$ cat config.mk
export PLATFORM = sky130hd
export DESIGN_NAME = input_debouncer_flat
export DESIGN_NICKNAME = d
export VERILOG_FILES = /design/src/rtl/input_debouncer_if.sv /design/src/rtl/input_debouncer.sv /design/src/flat_wrapper.sv
export SDC_FILE = /design/constraint.sdc
export NUM_CORES = 1
export LEC_CHECK = 0
export CORE_ASPECT_RATIO = 0.6
export CORE_UTILIZATION = 60
export DETAILED_ROUTE_END_ITERATION = 12
export GPL_TIMING_DRIVEN = 0
export PLACE_DENSITY = 0.9
export SKIP_LAST_GASP = 1
export SLEW_MARGIN = 20
export SYNTH_ARGS = -nofsm -noshare
export SYNTH_HDL_FRONTEND = slang
export SYNTH_SLANG_ARGS = --single-unit
$ cat constraint.sdc
create_clock -name CLOCK_50 -period 5.42 [get_ports CLOCK_50]
set_clock_uncertainty 0.1 [all_clocks]
set_input_delay 0.813 -clock CLOCK_50 [delete_from_list [all_inputs] [get_ports CLOCK_50]]
set_output_delay 0.813 -clock CLOCK_50 [all_outputs]
set_load 0.1 [all_outputs]
$ cat src/rtl/input_debouncer_if.sv
// Conditioned-input bundle between the board pins and the debouncer.
// The slave side is the debouncer; the master side is whoever drives pins and consumes events.
interface input_debouncer_if #(
    parameter int unsigned WIDTH = 6
);
    logic [WIDTH-1:0] raw_in;
    logic [WIDTH-1:0] level;
    logic [WIDTH-1:0] rise;
    logic [WIDTH-1:0] fall;
    logic             changed;

    modport master (
        output raw_in,
        input  level,
        input  rise,
        input  fall,
        input  changed
    );

    modport slave (
        input  raw_in,
        output level,
        output rise,
        output fall,
        output changed
    );
endinterface

$ cat src/rtl/input_debouncer.sv
// Two-flop synchronizer, polarity normalization and per-bit debounce for KEY/SW pins.
// Emits clean active-high levels plus registered one-cycle rise/fall/changed events.
module input_debouncer #(
    parameter int unsigned      WIDTH        = 6,
    parameter int unsigned      STABLE_COUNT = 1000000,
    parameter logic [WIDTH-1:0] INVERT_MASK  = 6'b000011
) (
    input  logic              CLOCK_50,
    input  logic              reset,
    input_debouncer_if.slave  bus
);
    localparam int unsigned   CW     = (STABLE_COUNT < 1) ? 1 : $clog2(STABLE_COUNT + 1);
    localparam logic [CW-1:0] THRESH = CW'(STABLE_COUNT - 1);

    logic [WIDTH-1:0]         sync1_r;
    logic [WIDTH-1:0]         sync2_r;
    logic [WIDTH-1:0]         sample_s;
    logic [WIDTH-1:0]         level_r;
    logic [WIDTH-1:0]         rise_r;
    logic [WIDTH-1:0]         fall_r;
    logic                     changed_r;
    logic [WIDTH-1:0][CW-1:0] count_r;

    logic [WIDTH-1:0]         level_n_s;
    logic [WIDTH-1:0]         rise_n_s;
    logic [WIDTH-1:0]         fall_n_s;
    logic                     changed_n_s;
    logic [WIDTH-1:0][CW-1:0] count_n_s;

    // Synchronizer resets to the inactive pin level so idle inputs normalize to 0.
    always_ff @(posedge CLOCK_50 or posedge reset) begin
        if (reset) begin
            sync1_r <= INVERT_MASK;
            sync2_r <= INVERT_MASK;
        end else begin
            sync1_r <= bus.raw_in;
            sync2_r <= sync1_r;
        end
    end

    assign sample_s = sync2_r ^ INVERT_MASK;

    // Per-bit debounce decision: clear on agreement, commit at threshold, else count up.
    always_comb begin
        level_n_s = level_r;
        rise_n_s  = {WIDTH{1'b0}};
        fall_n_s  = {WIDTH{1'b0}};
        count_n_s = count_r;
        for (int i = 0; i < WIDTH; i++) begin
            if (sample_s[i] == level_r[i]) begin
                count_n_s[i] = {CW{1'b0}};
            end else if (count_r[i] == THRESH) begin
                level_n_s[i] = sample_s[i];
                rise_n_s[i]  = sample_s[i];
                fall_n_s[i]  = ~sample_s[i];
                count_n_s[i] = {CW{1'b0}};
            end else begin
                count_n_s[i] = count_r[i] + CW'(1);
            end
        end
        changed_n_s = |(rise_n_s | fall_n_s);
    end

    // Debounce state and event registers; events last exactly one cycle.
    always_ff @(posedge CLOCK_50 or posedge reset) begin
        if (reset) begin
            level_r   <= {WIDTH{1'b0}};
            rise_r    <= {WIDTH{1'b0}};
            fall_r    <= {WIDTH{1'b0}};
            changed_r <= 1'b0;
            count_r   <= {(WIDTH*CW){1'b0}};
        end else begin
            level_r   <= level_n_s;
            rise_r    <= rise_n_s;
            fall_r    <= fall_n_s;
            changed_r <= changed_n_s;
            count_r   <= count_n_s;
        end
    end

    assign bus.level   = level_r;
    assign bus.rise    = rise_r;
    assign bus.fall    = fall_r;
    assign bus.changed = changed_r;
endmodule

$ cat src/flat_wrapper.sv
// flat-port wrapper written by rule: the top's interface ports become plain ports
module input_debouncer_flat 
#(
    parameter int unsigned      WIDTH        = 6,
    parameter int unsigned      STABLE_COUNT = 1000000,
    parameter logic [WIDTH-1:0] INVERT_MASK  = 6'b000011
)
  (CLOCK_50, reset, bus_raw_in, bus_level, bus_rise, bus_fall, bus_changed);
  input_debouncer_if #(.WIDTH(WIDTH)) bus_i ();
  input  logic CLOCK_50;
  input  logic reset;
  input wire logic [$bits(bus_i.raw_in)-1:0] bus_raw_in;
  output wire logic [$bits(bus_i.level)-1:0] bus_level;
  output wire logic [$bits(bus_i.rise)-1:0] bus_rise;
  output wire logic [$bits(bus_i.fall)-1:0] bus_fall;
  output wire logic [$bits(bus_i.changed)-1:0] bus_changed;
  assign bus_i.raw_in = bus_raw_in;
  assign bus_level = bus_i.level;
  assign bus_rise = bus_i.rise;
  assign bus_fall = bus_i.fall;
  assign bus_changed = bus_i.changed;
  input_debouncer #(.WIDTH(WIDTH), .STABLE_COUNT(STABLE_COUNT), .INVERT_MASK(INVERT_MASK)) u_core (.CLOCK_50(CLOCK_50), .reset(reset), .bus(bus_i));
endmodule
### Word level (Yosys, flattened, before mapping)

Cells that the tools add are included.

* bits in registers: 151
* input bits: 8
* output and inout bits: 19
* word-level logic and storage cells: 92

* $add $sub $neg: 6
* eq/ne operators: 12
* multiplexer cells: 36
* bitwise logic cells: 14
* reduce and logical (&&, ||, !) cells: 7

Operator list (count)
* 20-bit 2-to-1 mux: 12
* 20-bit by 1-bit adder with 20-bit output, second input constant: 6
* 20-bit equality test, second input constant: 6
* 1-bit 2-to-1 mux: 24
* 1-bit inverter: 12
* 2-bit AND reduction: 6
* 1-bit equality test: 6
* 6-bit OR: 1
* 6-bit OR reduction: 1
* 2-bit inverter: 1

### Depth between registers and ports, before layout

Gate-level depths: netlist of run 1.

* word-level depth: 6
* depth in mapped cells: 8
* depth with buffers taken out: 6

### Worst setup path after synthesis of run 1

Ideal clock, no wire load.

* kind: register to register
* start: register u_core.level_r[3], in the netlist u_core.bus.level[3]
* end: register u_core.changed_r, in the netlist u_core.bus.changed
* library setup time: 0.139 ns
* arrival: 1.922 ns
* data required time: 5.181 ns
* path slack: 3.259 ns
* stages on the path, launching flop included: 5
* buffers on the path: 0
* period minus slack after synthesis: 2.161 ns
* cells stage by stage: dfrtp_1 -> xor2_1 -> nor3b_1 -> a21oi_1 -> or4b_1

* longest elaborated chain between the ends: 4
* elaborated cells on any way between the ends: 5
* those cells by class: eq/ne (1); mux (2); bitwise (1); reduce/logical (1)

Ends and longest elaborated chain
* start: declaration: line input_debouncer.sv:18 `logic [WIDTH-1:0] level_r;`
* start signal: assignment: line input_debouncer.sv:67 `level_r <= {WIDTH{1'b0}};`
* start signal: assignment: line input_debouncer.sv:73 `level_r <= level_n_s;`
* 1-bit equality test *: line input_debouncer.sv:50 `if (sample_s[i] == level_r[i]) begin`
* 1-bit 2-to-1 mux: line input_debouncer.sv:50
* 6-bit OR *: line input_debouncer.sv:61 `changed_n_s = |(rise_n_s | fall_n_s);`
* 6-bit OR reduction *: line input_debouncer.sv:61
* named net u_core.changed_n_s: line input_debouncer.sv:27 `logic changed_n_s;`
* end signal: assignment: line input_debouncer.sv:76 `changed_r <= changed_n_s;`
* end: declaration: line input_debouncer.sv:21 `logic changed_r;`

Mark *: on every way through the listed nets, which the timed path passes. The rest lies on a longest branch.
A chain may end at the register's enable or synchronous reset.

### Final worst setup path of run 1

* start: register u_core.level_r[2], in the netlist u_core.bus.level[2]
* end: output port bus_level[2]

RTL lines
* end: declaration: line flat_wrapper.sv:13 `output wire logic [$bits(bus_i.level)-1:0] bus_level;`

No word-level cell between the ends.

==> flow_summary.json, run 1 <==
{
  "rrSetupSlack_ps": 2880,
  "synth_top_area_share_pct": 54.7,
  "postCtsSetupBuffers": 0,
  "cts_max_level": 4,
  "holdPathEnd": "u_core.sync2_r[4]",
  "vias_per_cell": 5.85,
  "grt_pass1_wl_um": 23800,
  "cts_tree": "yes",
  "status": "finished, violations left",
  "drive_above_1_share_pct": 6.83,
  "clockBufferDepth": 2,
  "min_from": "u_core.sync1_r[4]",
  "worst_path_max_delay_cell": "clkdlybuf4s50_1",
  "p_per_area_nw_per_um2": 307,
  "total_leakage_power_nw": 3.38,
  "dieArea_um2": 11600,
  "rows": 29,
  "cp_slowest_stage_delay_ps": 1190,
  "syn-num-nets": 658,
  "cts_buffers": 17,
  "drt_wl_total_um": 14100,
  "met2_length_um": 6940,
  "tns_ps": 0,
  "portBuffers": 26,
  "antenna_found_initial": 0,
  "multi_input_area_um2": 2860,
  "rr_worst_depth": 8,
  "path_cells": "clkdlybuf4s50_1",
  "vias": 4923,
  "synth_most_common_cell": "dfrtp_1",
  "synthDistinctLibCells": 36,
  "startpoint_type": "register",
  "min_path_cells": 0,
  "r2r_start": "u_core.count_r[100]",
  "synth_common_cells": "147 x dfrtp_1, 139 x nor2_1, 74 x xor2_1",
  "fin_hold_ws_ps": 246,
  "n_antenna_cell": 0,
  "drtIter0Drc": 352,
  "max_freq_ghz": 0.338,
  "synthTopCellsByArea": "dfrtp_1 55%, xor2_1 9.6%, nor2_1 7.8%",
  "synth.avg_cell_area_um2": 10.4,
  "grt_setup_unrepaired": "no",
  "syn_to_final_growth_pct": 15.7,
  "wl_met3_um": 624,
  "firstDrtPassIters": 9,
  "postLayoutSetupSlackWorst_ps": 2460,
  "fin_crit_ps": 2960,
  "end_kind": "output port",
  "postRouteAntennaNets": 0,
  "topRoutingLayerUsed": "met4",
  "slew_violations": 0,
  "nets": 704,
  "yosys.area.top_type": "dfrtp_1",
  "io_pins": 27,
  "yosysWarnings": 0,
  "gr-total-overflow": 0,
  "maxCapViolations": 0,
  "crit_fanout": 6,
  "hold_class": "register to register",
  "cts_hold_buffers": 0,
  "cp_top_family": "buffers and inverters",
  "finalHoldViolations": 0,
  "cp_data_required_time_ps": 4510,
  "seq_area_frac_synth_pct": 56.3,
  "grt_usage_pct": 26.2,
  "cp_num_buf_inv": 1,
  "grt_start_max_net_pins": 113,
  "cts.sinks": 151,
  "clock-root-buffer": "clkbuf_16",
  "finalSetupViolations": 0,
  "clkTransAtPathRegs_ps": 60,
  "syn_inst": 644,
  "reg2reg_to": "u_core.count_r[117]",
  "dpl_worst_slack_ps": 2910,
  "wl_per_cell_um": 16.8,
  "fp.dieW_um": 139,
  "worstSetupPathType": "register to output port",
  "gp_congestion": 0.857,
  "slew_headroom_pct": 27.0,
  "initial_utilization_pct": 62.6,
  "syn-cell-area_um2": 6720,
  "wl_met1_um": 6160,
  "ys_async_sr_fraction_pct": 100,
  "register_area_um2": 3780,
  "hpwl_um": 8940,
  "clock_latency_ps": 420,
  "fillers": 692,
  "post_cts_resized": 0,
  "stdcell_area_um2": 7780,
  "drc": 3,
  "place_area_um2": 7190,
  "synth_seq_cells": 151,
  "fin_crit_sh_pct": 54.6,
  "synth-edff-count": 0,
  "die_y_um": 84,
  "ir_worst_vdd_mv": 0.239,
  "grt_pass1_vias": 5029,
  "violations": "DRC",
  "design.core.area_um2": 10700,
  "arrival_ps": 2050,
  "synthFlopType": "dfrtp_1",
  "utilization_pct": 72.5,
  "tightest_slew_ps": 1090
}
## logic make-up (layout without fill, tap and decap cells)
logic type                 after synthesis  count (layout)  synth area share, %
and+or+nand+nor                        347             347                 25.4
buffers and inverters                   17              76                 1.23
AOI/OAI and AO/OA                        5               5                0.447
xor gates and xnor gates               114             114                 14.8
DFF                                    151             151                 56.3
adders and majority gates                6               6                 1.12
muxes                                    4               4                0.726
## state kept, by name (all words and copies together), names as in the netlist
name	count
u_core.count_r	120
u_core.bus.fall	6
u_core.bus.level	6
u_core.bus.rise	6
u_core.sync2_r	6
u_core.bus.changed	1
u_core.sync1_r	6
## cell type report
class	count	area share, %
flip-flops and latches	151	48.6
multi-input cells	476	36.8
clock buffers	21	5.92
repair buffers	27	3.70
well taps	139	2.23
clock inverters	11	1.58
plain buffers	10	0.723
inverters	7	0.434
## cell usage in the layout (no fill, tap or decap), types with 4 or more instances in the layout
cell type,count
dfrtp_1,147
clkdlybuf4s50_1,26
clkbuf_16,17
and3_1,15
nor4_1,10
nand2_1,48
ha_1,6
inv_1,6
nor3b_1,9
nor4b_1,5
clkbuf_1,7
nand3_1,49
and4_1,14
nor3_1,15
dfstp_2,4
nor2_1,139
xor2_1,74
nand4_1,22
clkinvlp_4,4
nor2b_1,4
xnor2_1,40
## through the flow
stage	power [mW]	cells
2_1_floorplan	1.22	644
3_3_place_gp	1.24	809
3_5_place_dp	1.25	810
4_1_cts	2.40	842
5_1_grt	2.46	842
6_report	2.39	842
## power by group
part           internal (mW)  switching, mW
combinational         0.0222         0.0490
sequential              1.14         0.0153
clock                  0.701          0.454
## layer usage
layer	vias up	GRT usage, %
met2	150	43.7
li1	2272	-
met5	-	0
met1	2459	33.2
met3	42	5.74
met4	0	11.9
## worst reg2reg max path: cells and delay by family, from the launching register on
| family | cells | cell delay, ps |
|---|---|---|
| DFF | 1 | 420 |
| and+or+nand+nor | 5 | 1180 |
| buffers and inverters | 2 | 460 |
| adders and majority gates | 1 | 250 |
## how the worst max path moves through the flow
stage	cells after the start	from	slack, ps	endpoint
CTS	1	u_core.bus.level[2]	2450	bus_level[2]
global placement	2	reset	-1220	u_core.count_r[107]
finish	1	u_core.bus.level[2]	2460	bus_level[2]
detailed placement	1	u_core.bus.level[2]	2910	bus_level[2]
global route	1	u_core.bus.level[2]	2410	bus_level[2]
floorplan	1	reset	450	u_core.bus.changed
(Power assumes the default switching activity.)
==> run 2, diff against run 1 <==
--- a/config.mk
+++ b/config.mk
@@ -6,10 +6,10 @@
 export NUM_CORES = 1
 export LEC_CHECK = 0
 export CORE_ASPECT_RATIO = 0.6
-export CORE_UTILIZATION = 60
+export CORE_UTILIZATION = 55
 export DETAILED_ROUTE_END_ITERATION = 12
 export GPL_TIMING_DRIVEN = 0
-export PLACE_DENSITY = 0.9
+export PLACE_DENSITY = 0.87
 export SKIP_LAST_GASP = 1
 export SLEW_MARGIN = 20
 export SYNTH_ARGS = -nofsm -noshare
==> constraint.sdc (replaced) <==
create_clock -name CLOCK_50 -period 2.71 [get_ports CLOCK_50]
set_clock_uncertainty 0.1 [all_clocks]
set_input_delay 0.4065 -clock CLOCK_50 [delete_from_list [all_inputs] [get_ports CLOCK_50]]
set_output_delay 0.4065 -clock CLOCK_50 [all_outputs]
set_load 0.1 [all_outputs]
==> flow_summary.json, run 2 (synthesized netlist as in run 1, its figures left out) <==
{
  "drc": 0,
  "cts_buffers": 17,
  "post_cts_resized": 0,
  "maxCapViolations": 0,
  "regMostFlops": "u_core.count_r",
  "cp_top_family": "buffers and inverters",
  "cp_slowest_stage_delay_ps": 1190,
  "dieArea_um2": 12700,
  "grt_pass1_vias": 4732,
  "tns_ps": 0,
  "cp_num_buf_inv": 1,
  "min_from": "u_core.sync1_r[5]",
  "tightest_slew_ps": 1120,
  "finalSetupViolations": 0,
  "fp.dieW_um": 145,
  "antenna_found_initial": 0,
  "cp_data_required_time_ps": 2200,
  "crit_fanout": 6,
  "cts_tree": "yes",
  "io_pins": 27,
  "drive_above_1_share_pct": 6.67,
  "status": "finished, final reports clean",
  "hpwl_um": 9150,
  "multi_input_area_um2": 2860,
  "dpl_worst_slack_ps": 269,
  "final_common_cell": "dfrtp_1",
  "slew_headroom_pct": 24.6,
  "register_area_um2": 3780,
  "design.core.area_um2": 11600,
  "clock-root-buffer": "clkbuf_16",
  "rows": 30,
  "reg2reg_to": "u_core.count_r[9]",
  "finalHoldViolations": 0,
  "grt_pass1_wl_um": 22700,
  "postRouteAntennaNets": 0,
  "cts_hold_buffers": 0,
  "holdPathEnd": "u_core.sync2_r[5]",
  "clockBufferDepth": 2,
  "hold_class": "register to register",
  "path_cells": "clkdlybuf4s50_1",
  "postCtsSetupBuffers": 0,
  "end_kind": "output port",
  "p_per_area_nw_per_um2": 612,
  "r2r_start": "u_core.count_r[6]",
  "fin_crit_sh_pct": 95.8,
  "rrSetupSlack_ps": 230,
  "vias_per_cell": 5.48,
  "fin_crit_ps": 2600,
  "grt_start_max_net_pins": 35,
  "place_area_um2": 7270,
  "gr-total-overflow": 0,
  "clkTransAtPathRegs_ps": 60,
  "fillers": 847,
  "largest_reg_flops": 120,
  "ir_worst_vdd_mv": 0.453,
  "portBuffers": 26,
  "stdcell_area_um2": 7850,
  "postLayoutSetupSlackWorst_ps": 113,
  "min_path_cells": 0,
  "max_freq_ghz": 0.385,
  "cts_max_level": 4,
  "worstSetupPathType": "register to output port",
  "n_antenna_cell": 0,
  "total_leakage_power_nw": 3.40,
  "initial_utilization_pct": 58.0,
  "gp_congestion": 0.857,
  "power_mw": 4.81,
  "wl_per_cell_um": 15.5,
  "nets": 707,
  "worst_path_max_delay_cell": "clkdlybuf4s50_1",
  "drt_wl_total_um": 13400,
  "startpoint_type": "register",
  "syn_to_final_growth_pct": 16.7,
  "grt_setup_unrepaired": "no",
  "cp.depth": 1,
  "utilization_pct": 67.7,
  "drtIter0Drc": 330,
  "firstDrtPassIters": 5,
  "grt_usage_pct": 23.5,
  "clock_latency_ps": 410,
  "vias": 4739,
  "die_y_um": 87.6,
  "rr_worst_depth": 6,
  "layout_common_cells": "147 x dfrtp_1, 139 x nor2_1, 74 x xor2_1",
  "arrival_ps": 2090,
  "cts.sinks": 151,
  "slew_violations": 0
}
==> run 2: cell types whose count changed in the layout (fill, tap and decap cells not counted), sizes merged <==
cell / previous run / this run
inv: 8 / 6
clkbuf: 26 / 27
buf: 6 / 9
clkinv: 4 / 5
clkinvlp: 4 / 2
bufinv: 2 / 3
==> run 2: power by group <==
| part | internal (mW) | switching (mW) | leakage (nW) |
|---|---|---|---|
| Combinational | 0.0522 | 0.0981 | 1.06 |
| Clock | 1.46 | 0.874 | 0.284 |
| Sequential | 2.29 | 0.0312 | 2.06 |
| Total | 3.80 | 1.00 | 3.40 |
==> run 2: per-layer routing <==
metal | GRT usage (%) | vias up | wire (µm)
met1 | 30.9 | 2352 | 6250
met3 | 5.19 | 13 | 494
met2 | 39.1 | 101 | 6550
met5 | 0 | - | 0
met4 | 7.75 | 0 | 129
li1 | - | 2273 | -
==> run 2: worst max path at each step <==
stage                              from  slack, ps                  end
floorplan                         reset        300   u_core.bus.changed
global placement                  reset       -820   u_core.count_r[53]
detailed placement  u_core.count_r[100]        270  u_core.count_r[118]
CTS                 u_core.bus.level[2]        110         bus_level[2]
global route         u_core.count_r[40]          4   u_core.count_r[52]
finish              u_core.bus.level[2]        110         bus_level[2]
==> run 2: per-stage QoR <==
stage | std cells | hold WS, ps
after global placement | 830 | 234
after CTS | 865 | 250
final | 865 | 250
after detailed placement | 834 | 237
after global routing | 865 | 256
after floorplan | 644 | 231
==> run 2: area by class of cell <==
class                      instances  share of cell area (%)
sequential                       151                    48.2
multi-input combinational        476                    36.4
clock buffer                      22                    5.79
timing repair buffer              30                    4.34
tap                              160                    2.55
clock inverter                     9                    1.61
buffer                            10                   0.717
inverter                           7                   0.383
==> run 3, diff against run 2 <==
--- a/config.mk
+++ b/config.mk
@@ -8,6 +8,7 @@
 export CORE_ASPECT_RATIO = 0.6
 export CORE_UTILIZATION = 55
 export DETAILED_ROUTE_END_ITERATION = 12
+export GPL_ROUTABILITY_DRIVEN = 1
 export GPL_TIMING_DRIVEN = 0
 export PLACE_DENSITY = 0.87
 export SKIP_LAST_GASP = 1
@@ -15,3 +16,4 @@
 export SYNTH_ARGS = -nofsm -noshare
 export SYNTH_HDL_FRONTEND = slang
 export SYNTH_SLANG_ARGS = --single-unit
+export TNS_END_PERCENT = 30
==> results of run 3 <==
The final DEF is identical to that of run 2; final timing and power are the same.
